===== src/rtl/denormalize_pkg.sv =====
// Shared definitions for the sequential denormalizer: FSM state encoding and
// the shift-count width helper.
package denormalize_pkg;

    typedef enum logic [1:0] {
        IDLE  = 2'd0,
        SHIFT = 2'd1,
        DONE  = 2'd2
    } state_e;

    // Wide enough to hold DATA_W itself, which is the clamped maximum shift.
    function automatic int cnt_w(input int data_w);
        return $clog2(data_w) + 1;
    endfunction

endpackage


===== src/rtl/denormalize_seq.sv =====
// Right-shifts a left-justified vector back by its normalization count, one
// bit per cycle, collecting the shifted-out bits into a sticky flag.
module denormalize_seq
    import denormalize_pkg::*;
#(
    parameter  int DATA_W = 8,
    localparam int CNT_W  = cnt_w(DATA_W)
) (
    input  logic              clk,
    input  logic              rst_n,
    input  logic              in_valid,
    output logic              in_ready,
    input  logic [DATA_W-1:0] in_vector,
    input  logic [CNT_W-1:0]  in_cnt,
    output logic              out_valid,
    input  logic              out_ready,
    output logic [DATA_W-1:0] out,
    output logic              out_sticky
);

    localparam logic [CNT_W-1:0] MAX_CNT = CNT_W'(DATA_W);

    state_e            state_q, state_d;
    logic [DATA_W-1:0] data_q, data_d;
    logic [CNT_W-1:0]  rem_q, rem_d;
    logic              sticky_q, sticky_d;

    always_comb begin
        // NOTE: every _d gets its hold value first so no path through the case infers a latch.
        state_d  = state_q;
        data_d   = data_q;
        rem_d    = rem_q;
        sticky_d = sticky_q;

        case (state_q)
            IDLE: begin
                if (in_valid && in_ready) begin
                    data_d   = in_vector;
                    sticky_d = 1'b0;
                    rem_d    = (in_cnt >= MAX_CNT) ? MAX_CNT : in_cnt;
                    state_d  = (rem_d == '0) ? DONE : SHIFT;
                end
            end
            SHIFT: begin
                data_d   = data_q >> 1;
                sticky_d = sticky_q | data_q[0];
                rem_d    = rem_q - CNT_W'(1);
                if (rem_q == CNT_W'(1)) begin
                    state_d = DONE;
                end
            end
            DONE: begin
                if (out_ready) begin
                    state_d = IDLE;
                end
            end
            default: state_d = IDLE;  // unused encoding 2'd3 falls back to IDLE
        endcase
    end

    // NOTE: state is updated with non-blocking assignments so every flop samples pre-edge values.
    always_ff @(posedge clk or negedge rst_n) begin
        if (!rst_n) begin
            state_q  <= IDLE;
            data_q   <= '0;
            rem_q    <= '0;
            sticky_q <= 1'b0;
        end else begin
            state_q  <= state_d;
            data_q   <= data_d;
            rem_q    <= rem_d;
            sticky_q <= sticky_d;
        end
    end

    // Handshake outputs depend only on registered state.
    assign in_ready   = (state_q == IDLE);
    assign out_valid  = (state_q == DONE);
    assign out        = data_q;
    assign out_sticky = sticky_q;

endmodule


===== config.mk =====
export PLATFORM = sky130hd
export DESIGN_NAME = denormalize_seq
export DESIGN_NICKNAME = d
export VERILOG_FILES = /design/src/rtl/denormalize_pkg.sv /design/src/rtl/denormalize_seq.sv
export SDC_FILE = /design/constraint.sdc
export NUM_CORES = 1
export LEC_CHECK = 0
export CAP_MARGIN = 25
export CORE_ASPECT_RATIO = 1.5
export CORE_MARGIN = 2
export CORE_UTILIZATION = 39
export DETAILED_ROUTE_END_ITERATION = 10
export PLACE_DENSITY = 0.8
export SYNTH_ARGS = -nofsm -noshare
export SYNTH_HDL_FRONTEND = slang
export SYNTH_SLANG_ARGS = --single-unit
export TNS_END_PERCENT = 1

===== constraint.sdc =====
create_clock -name clk -period 1.4 [get_ports clk]
set_input_delay 0.28 -clock clk [delete_from_list [all_inputs] [get_ports clk]]
set_output_delay 0.28 -clock clk [all_outputs]
set_load 0.005 [all_outputs]

==> impl_metrics.tcl, run 1 <==
set metrics [dict create \
    status "completed" \
    routed_wl_um 2450 \
    cts_sinks 15 \
    cp.arrival_ns 1.11 \
    grt_usage_pct 19.1 \
    netlist_instances 89 \
    syn_to_final_growth_pct 47.7 \
    path_clk_slew_ns 0.10 \
    synthTopCellsByArea "dfrtp_1 (43%), a22oi_1 (13%), o21ai_0 (6.3%), buf_6 (3.8%), ha_1 (2.8%)" \
    numCtsBuffers 3 \
    setup_tns_ns 0 \
    end_kind "primary output" \
    cts_hold_buf 0 \
    worst_path_max_delay_cell "dfrtp_2" \
    dp_slack_ns -0.244 \
    clock_path_buffers 2 \
    period_minus_slack_ns 1.39 \
    row_count 21 \
    syn-cell-area_sq_um 881 \
    clock_latency_ns 0.29 \
    max_stage_delay_ns 0.45 \
    gp_congestion 0.856 \
    tightest_slew_ns 0.327 \
    fin_worst_skew_ns 0.00805 \
    final_util_pct 59.7 \
    leakage_nw 0.617 \
    die_x_um 42.8 \
    ys_seq_area_share_pct 42.6 \
    hpwl_um 1820 \
    die_area_sq_mm 0.00266 \
    globalRouteMet3Util_pct 1.74 \
    synthesis.nets 107 \
    grtUsageMet1_pct 21.4 \
    grt_pass1_wl_um 3950 \
    period_share_pct 99.3 \
    crit_family "flip-flops" \
    cp_max_fo 4 \
    hold_path.class "primary input to asynchronous set/reset pin" \
    crit_type "register to primary output" \
    max_cap_violations 0 \
    grt_pass1_vias 906 \
    ys_ff_latch 15 \
    crit_buf_inv 1 \
    die_y_um 62.2 \
    diodes 0 \
    final_cell_area_sq_mm 0.00130 \
    synth_top_area_share_pct 42.6 \
    slew_headroom_pct 78.1 \
    avgSynthCellArea_sq_um 9.90 \
    finalPower_mw 2.45 \
    vdd_ir_drop_max_v 0.000973 \
    finalMaxSlewViolations 0 \
    top_usage_layer "met2" \
    nets 153 \
    grt_overflow 0 \
    hold_viol_final 0 \
    io_pins 27 \
    place_area_sq_mm 0.00126 \
    yosys_most_used_dff "dfrtp_1" \
    drive_gt1_share_pct 23.9 \
    synth_top_cell_by_area "dfrtp_1" \
    drt_iter0_markers 31 \
    dr.pass1.iters 4 \
    h-tree-depth 1 \
    synth_async_sr_flop_share_pct 100 \
    pwr_density_cell_mw_per_mm2 1890 \
    wl_per_cell_um 15.6 \
    grt_max_degree 16 \
    antenna_found_initial 0 \
    tritoncts "built" \
    critPathLaunchType "register" \
    synth-edff-count 0 \
    max_freq_ghz 0.719 \
    yosys-top-cells-count "a22oi_1 (15), dfrtp_1 (15), o21ai_0 (11)" \
    portBuffers 26 \
    drc 0 \
    initial_utilization_pct 40.4 \
    finalSetupViolations 0 \
    ys_warn_count 0 \
    synth_cell_types 34 \
    grt.met2_usage_pct 34.7 \
    path_cells "nor2_1 > dlygate4sd2_1" \
    fillers 192 \
    rsz0062_at_grt "yes" \
    crit_required_ns 1.12 \
    core_sq_mm 0.00218 \
    ant_nets 0 \
    vias 893 \
    fin_ws_ns 0.00972 \
    viasPerCell 5.69 \
    root_buffer "clkbuf_4" \
]
cells by family (layout without fill, tap and decap cells):
logic type / Yosys count / count (layout) / share of synthesized area (%)
compound gates: 36 / 36 / 28.1
fa+ha+maj: 2 / 2 / 2.84
buf+inv: 13 / 58 / 8.52
flops: 15 / 15 / 42.6
mux: 1 / 1 / 1.14
simple gates: 22 / 22 / 16.8
per-stage QoR:
step                hold slack [ns]  cells
CTS                           0.300    157
global placement              0.525    151
global route                  0.318    157
floorplan                   -0.0156     89
detailed placement            0.532    151
finish                        0.293    157
worst paths after layout:
kind | start | end | slack (ns) | depth (start not counted)
hold reg to reg | out[7] | out[7] | 0.55 | 2
setup / recovery | state_q[0] | in_ready | 0.01 | 2
min in group clk | out[7] | out[7] | 0.55 | 2
setup reg to reg | state_q[0] | rem_q[3] | 0.03 | 4
max in group asynchronous | rst_n | state_q[0] | 0.90 | 2
hold / removal | rst_n | out[2] | 0.29 | 2
placed cells by master (no fill, tap or decap), types with 2 or more instances in the layout:
cell type,count
nor3_1,2
and2b_1,3
buf_4,19
inv_1,5
o21ai_0,9
dfrtp_1,14
a31oi_1,2
nand2_1,2
buf_6,2
clkdlybuf4s50_1,15
dlygate4sd2_1,10
o21ai_1,2
nor2_1,4
ha_1,2
clkbuf_4,3
a22oi_1,14
cell type report:
cell class | instances | area [sq um] | share of cell area (%)
repair buffers | 47 | 408 | 31.3
clock buffers | 4 | 26.3 | 2.02
multi-input cells | 61 | 435 | 33.5
well taps | 23 | 28.8 | 2.21
flip-flops and latches | 15 | 377 | 28.9
inverters | 7 | 26.3 | 2.02
sequential cells by signal, summed over array words and instances (netlist names):
register,count
rem_q,4
out,8
state_q,2
out_sticky,1
metal layers:
layer	vias up	share of wire [%]
met3	2	3.7
met4	0	0.49
met2	29	56
met1	440	40
met5	-	0
li1	422	-
power by group:
part | leakage [nW] | switching (mW) | internal, mW | total [mW]
logic | 0.416 | 0.615 | 0.749 | 1.36
clock network | 0.0150 | 0.150 | 0.111 | 0.261
registers | 0.186 | 0.197 | 0.633 | 0.830
timing repair:
action / CTS / global route
resized for setup: 13 / 7
buffers inserted: 2 / 1
endpoints found under the hold margin: 0 / 0
setup endpoints to repair: 13 / 12
pin swaps: 2 / 2
Power figures use the tool's default switching activity.
==> inputs of run 2 (changes only) <==
--- a/config.mk
+++ b/config.mk
@@ -7,10 +7,10 @@
 export LEC_CHECK = 0
 export CAP_MARGIN = 25
 export CORE_ASPECT_RATIO = 1.5
-export CORE_MARGIN = 2
 export CORE_UTILIZATION = 39
 export DETAILED_ROUTE_END_ITERATION = 10
-export PLACE_DENSITY = 0.8
+export DONT_BUFFER_PORTS = 1
+export PLACE_DENSITY = 0.64
 export SYNTH_ARGS = -nofsm -noshare
 export SYNTH_HDL_FRONTEND = slang
 export SYNTH_SLANG_ARGS = --single-unit
==> impl_metrics.tcl, run 2 (synthesized netlist as in run 1, its figures left out) <==
set metrics [dict create \
    hold_viol_final 0 \
    crit_end "in_ready" \
    grt_usage_pct 19.4 \
    r2r_cells 4 \
    cp_max_fo 8 \
    syn_to_final_growth_pct 14.3 \
    max_cap_violations 0 \
    row_count 20 \
    fin_worst_skew_ns 0.00684 \
    crit_required_ns 1.12 \
    ant_nets 0 \
    gp_congestion 0.722 \
    grt_max_degree 16 \
    portBuffers 0 \
    numCtsBuffers 3 \
    tightest_slew_ns 0.711 \
    root_buffer "clkbuf_4" \
    max_stage_delay_ns 0.40 \
    clock_latency_ns 0.28 \
    initial_utilization_pct 42.4 \
    grt_pass1_vias 749 \
    slew_headroom_pct 52.5 \
    finalPower_mw 2.11 \
    finalSetupViolations 0 \
    die_x_um 40.8 \
    pwr_density_cell_mw_per_mm2 2100 \
    path_clk_slew_ns 0.09 \
    hold_path.class "primary input to register" \
    fin_hold_ws_ns 0.198 \
    fin_cells 122 \
    clock_path_buffers 2 \
    drc 0 \
    r2r-start "state_q[0]" \
    crit_family "flip-flops" \
    die_area_sq_mm 0.00246 \
    core_sq_mm 0.00208 \
    critPathLaunchType "register" \
    wl_per_cell_um 16.2 \
    dr.pass1.iters 3 \
    vias 748 \
    period_share_pct 97.4 \
    setup_tns_ns 0 \
    path_cells "buf_4 > buf_6 > nor2_4" \
    crit_buf_inv 2 \
    reg2reg_to "rem_q[3]" \
    timing.critical_path.depth 3 \
    period_minus_slack_ns 1.36 \
    crit_type "register to primary output" \
    final_cell_mix "a22oi_1 (15), dfrtp_1 (15), o21ai_0 (11)" \
    worst_path_max_delay_cell "dfrtp_1" \
    tritoncts "built" \
    vdd_ir_drop_max_v 0.000879 \
    r2r_slack_ns 0.07 \
    nets 119 \
    dp.cells 112 \
    status "completed" \
    end_kind "primary output" \
    drive_gt1_share_pct 22.0 \
    max_freq_ghz 0.734 \
    h-tree-depth 1 \
    diodes 0 \
    largest_register_ffs 8 \
    final_cell_area_sq_mm 0.00101 \
    routed_wl_um 1980 \
    cp.arrival_ns 1.08 \
    cts_sinks 15 \
    viasPerCell 6.13 \
    hpwl_um 1460 \
    rsz0062_at_grt "yes" \
    grt_overflow 0 \
    antenna_found_initial 0 \
    drt_iter0_markers 16 \
    leakage_nw 0.450 \
    io_pins 27 \
    grt_pass1_wl_um 3230 \
    finalMaxSlewViolations 0 \
    place_area_sq_um 912 \
    crit_path_start "state_q[0]" \
    die_y_um 60.2 \
]
==> run 2: cell count changes in the layout (fill, tap and decap cells not counted), moves of 2 or more <==
cell and change:
o21ai_1 -2, buf_4 -9, nor2_1 -2, dlygate4sd2_1 -10, clkdlybuf4s50_1 -15, o21ai_0 +2
==> run 2: area by class of cell <==
class | instances | area [sq um]
well taps | 22 | 27.5
clock buffers | 4 | 26.3
multi-input cells | 61 | 440
flip-flops and latches | 15 | 375
repair buffers | 13 | 108
inverters | 7 | 30.0
fillers | 195 | 1070
==> run 2: power by group <==
group / switching, mW / internal (mW)
clock network: 0.139 / 0.111
registers: 0.217 / 0.630
logic: 0.499 / 0.516
==> run 2: worst register-to-register path: stages, from the launching register on <==
cell	delay, ns
dfrtp_1	0.40
buf_4	0.16
or4b_4	0.53
o211ai_2	0.09
nor3_2	0.05
==> run 2: timing repair <==
item	4_1_cts	5_1_grt
resized for setup	2	4
endpoints found under the setup margin	2	2
hold endpoints to repair	15	0
hold buffers	1	0
buffers inserted	2	3
==> run 2: worst min path at each step <==
| stage | start | to | cells after the start |
|---|---|---|---|
| floorplan | rst_n | out[0] | 0 |
| global placement | rst_n | rem_q[3] | 0 |
| detailed placement | rst_n | rem_q[3] | 0 |
| CTS | in_vector[2] | out[2] | 2 |
| global route | in_vector[3] | out[3] | 2 |
| finish | in_vector[2] | out[2] | 2 |
==> run 2: per-layer routing <==
metal / vias to the layer above / GRT usage [%] / wire length, um
met5: - / 0 / 0
met3: 4 / 5.20 / 95
met1: 359 / 22.0 / 849
met4: 0 / 12.4 / 33
li1: 358 / - / -
met2: 27 / 30.1 / 1000
==> run 2: per-stage QoR <==
step / setup WS, ns / util, %
2_1_floorplan: 0.166 / -
3_5_place_dp: 0.105 / 43.9
4_1_cts: -0.00458 / 46.7
3_3_place_gp: 0.170 / 43.9
6_report: 0.0369 / 48.5
5_1_grt: -0.00901 / 48.5
==> RTL change: new RTL, config.mk and constraints of run 2 <==
Re-encode `state_e` (3 states) as one-hot, 3 bits wide.
--- a/src/rtl/denormalize_pkg.sv
+++ b/src/rtl/denormalize_pkg.sv
@@ -2,10 +2,10 @@
 // the shift-count width helper.
 package denormalize_pkg;
 
-    typedef enum logic [1:0] {
-        IDLE  = 2'd0,
-        SHIFT = 2'd1,
-        DONE  = 2'd2
+    typedef enum logic [2:0] {
+        IDLE  = 3'b001,
+        SHIFT = 3'b010,
+        DONE  = 3'b100
     } state_e;
 
     // Wide enough to hold DATA_W itself, which is the clamped maximum shift.
Behaviour: no difference found for any inputs over 10 cycles, from zero or initial values and one cycle with rst_n low; not proved beyond that.
==> RTL change against run 2 <==
- the flow now finishes with violations (setup timing)
- area after synthesis grew 4.7%
- worst setup slack lost 0.23 ns
- final cell count shrank 8.2%
- largest cell class unchanged
- hold slack lost 0.077 ns
- power grew 15%
- critical endpoint is now out[6]
- critical path type is now reg -> reg
- global-route usage shrank 2.9 points
- final area grew 14%
- count of clock-buffer cells in the layout is the same
- clock power grew 27%
- sequential cell count grew 1
- routed wire length shrank 9.8%
==> RTL change: results (changes against run 2) <==
- The run finished, with violations left.
- The final reports fail on setup timing.
- The cell with the largest stage delay on the worst path is sky130_fd_sc_hd__dfstp_2.
- The share of the synthesized area in the top cell type is 40.7% (-1.9 points).
- In the post-synthesis netlist, the biggest area contributors are sky130_fd_sc_hd__dfrtp_1, sky130_fd_sc_hd__mux2_2, sky130_fd_sc_hd__mux2i_1.
- The worst setup margin is -0.195 ns (-0.232 ns).
- The number of filler cells placed in the layout came to 197 (+1.0%).
- The terminating pin of the worst hold path is out[7].
- The post-synthesis compound-gate area fraction is 6.92% (-21 points).
- The transition time at the pin with the least slew margin is 0.698 ns (-0.0125 ns).
- The final worst clock skew is 0.00362 ns (-0.00322 ns).
- Broken down by cell family, the worst path's largest delay share belongs to multiplexers.
- The peak supply drop is 0.000984 V (+12%).
- The aggregate negative setup slack was -1.89 ns (-1.89 ns).
- The cell count after placement is 106 (-5.4%).
- The maximum fanout along the worst path is 11 (+3).
- The synthesized netlist net count is 94 (-12%).
- The via total after detailed routing is 629 (-16%).
- The wire length per cell was 15.9 µm (-1.7%).
- The worst register-to-register path ends at out[6].
- The share of post-route cells with drive strength above 1 is 46.1% (+24 points).
- The beginning of the worst hold path is in_vector[7].
- The smallest hold slack came to 0.121 ns (-0.0768 ns).
- The sequential element share of the synthesized area was 43.6% (+0.94 points).
- The count of endpoints failing setup in the final report is 13 (+13).
- The global-route wire length before repair is 3110 µm (-3.7%).
- The detail-routed via count per cell is 5.62 (-8.4%).
## RTL change: what timing repair did
item | CTS | global route
buffers inserted | 1 | 0
setup endpoints to repair | 14 | 15
pin swaps | 2 | 1
endpoints found under the hold margin | 16 | 0
gates resized for setup | 7 | 0
gates cloned | 0 | 0
hold buffers | 1 | 0
## RTL change: cells by family after synthesis
family                     after synthesis
adders and majority gates                2
DFF                                     16
buffers and inverters                    5
muxes                                   22
AOI/OAI and AO/OA                        9
and+or+nand+nor                         22
## RTL change: layer usage
| metal | up-vias | GRT usage, % | wire, µm |
|---|---|---|---|
| met2 | 17 | 28.8 | 971 |
| li1 | 302 | - | - |
| met1 | 306 | 18.5 | 699 |
| met4 | 0 | 11.1 | 35 |
| met5 | - | 0 | 0 |
| met3 | 4 | 2.64 | 80 |
## RTL change: area by class of cell
cell class / count / area, µm² / share of cell area, %
multi-input combinational: 55 / 542 / 47.3
inverter: 2 / 7.51 / 0.655
tap: 23 / 28.8 / 2.51
clock buffer: 4 / 36.3 / 3.17
timing repair buffer: 12 / 130 / 11.4
sequential: 16 / 402 / 35.0
## RTL change: where the power goes
part,switching (mW),internal (mW)
Clock,0.157,0.158
Sequential,0.197,0.690
Combinational,0.481,0.751
Total,0.835,1.60
## RTL change: how the worst max path moves through the flow
stage,from,endpoint
after CTS,state_q[0],out[6]
after global placement,state_q[0],rem_q[0]
after detailed placement,state_q[2],out[6]
after global routing,state_q[0],out[3]
final,state_q[0],out[6]
after floorplan,state_q[2],out[2]
## RTL change: per-stage QoR
stage	instance area [µm²]	setup slack (ns)
after CTS	1150	-0.207
after global routing	1150	-0.241
after detailed placement	1050	-0.133
final	1150	-0.195
after global placement	1050	-0.0744
after floorplan	953	-0.0318
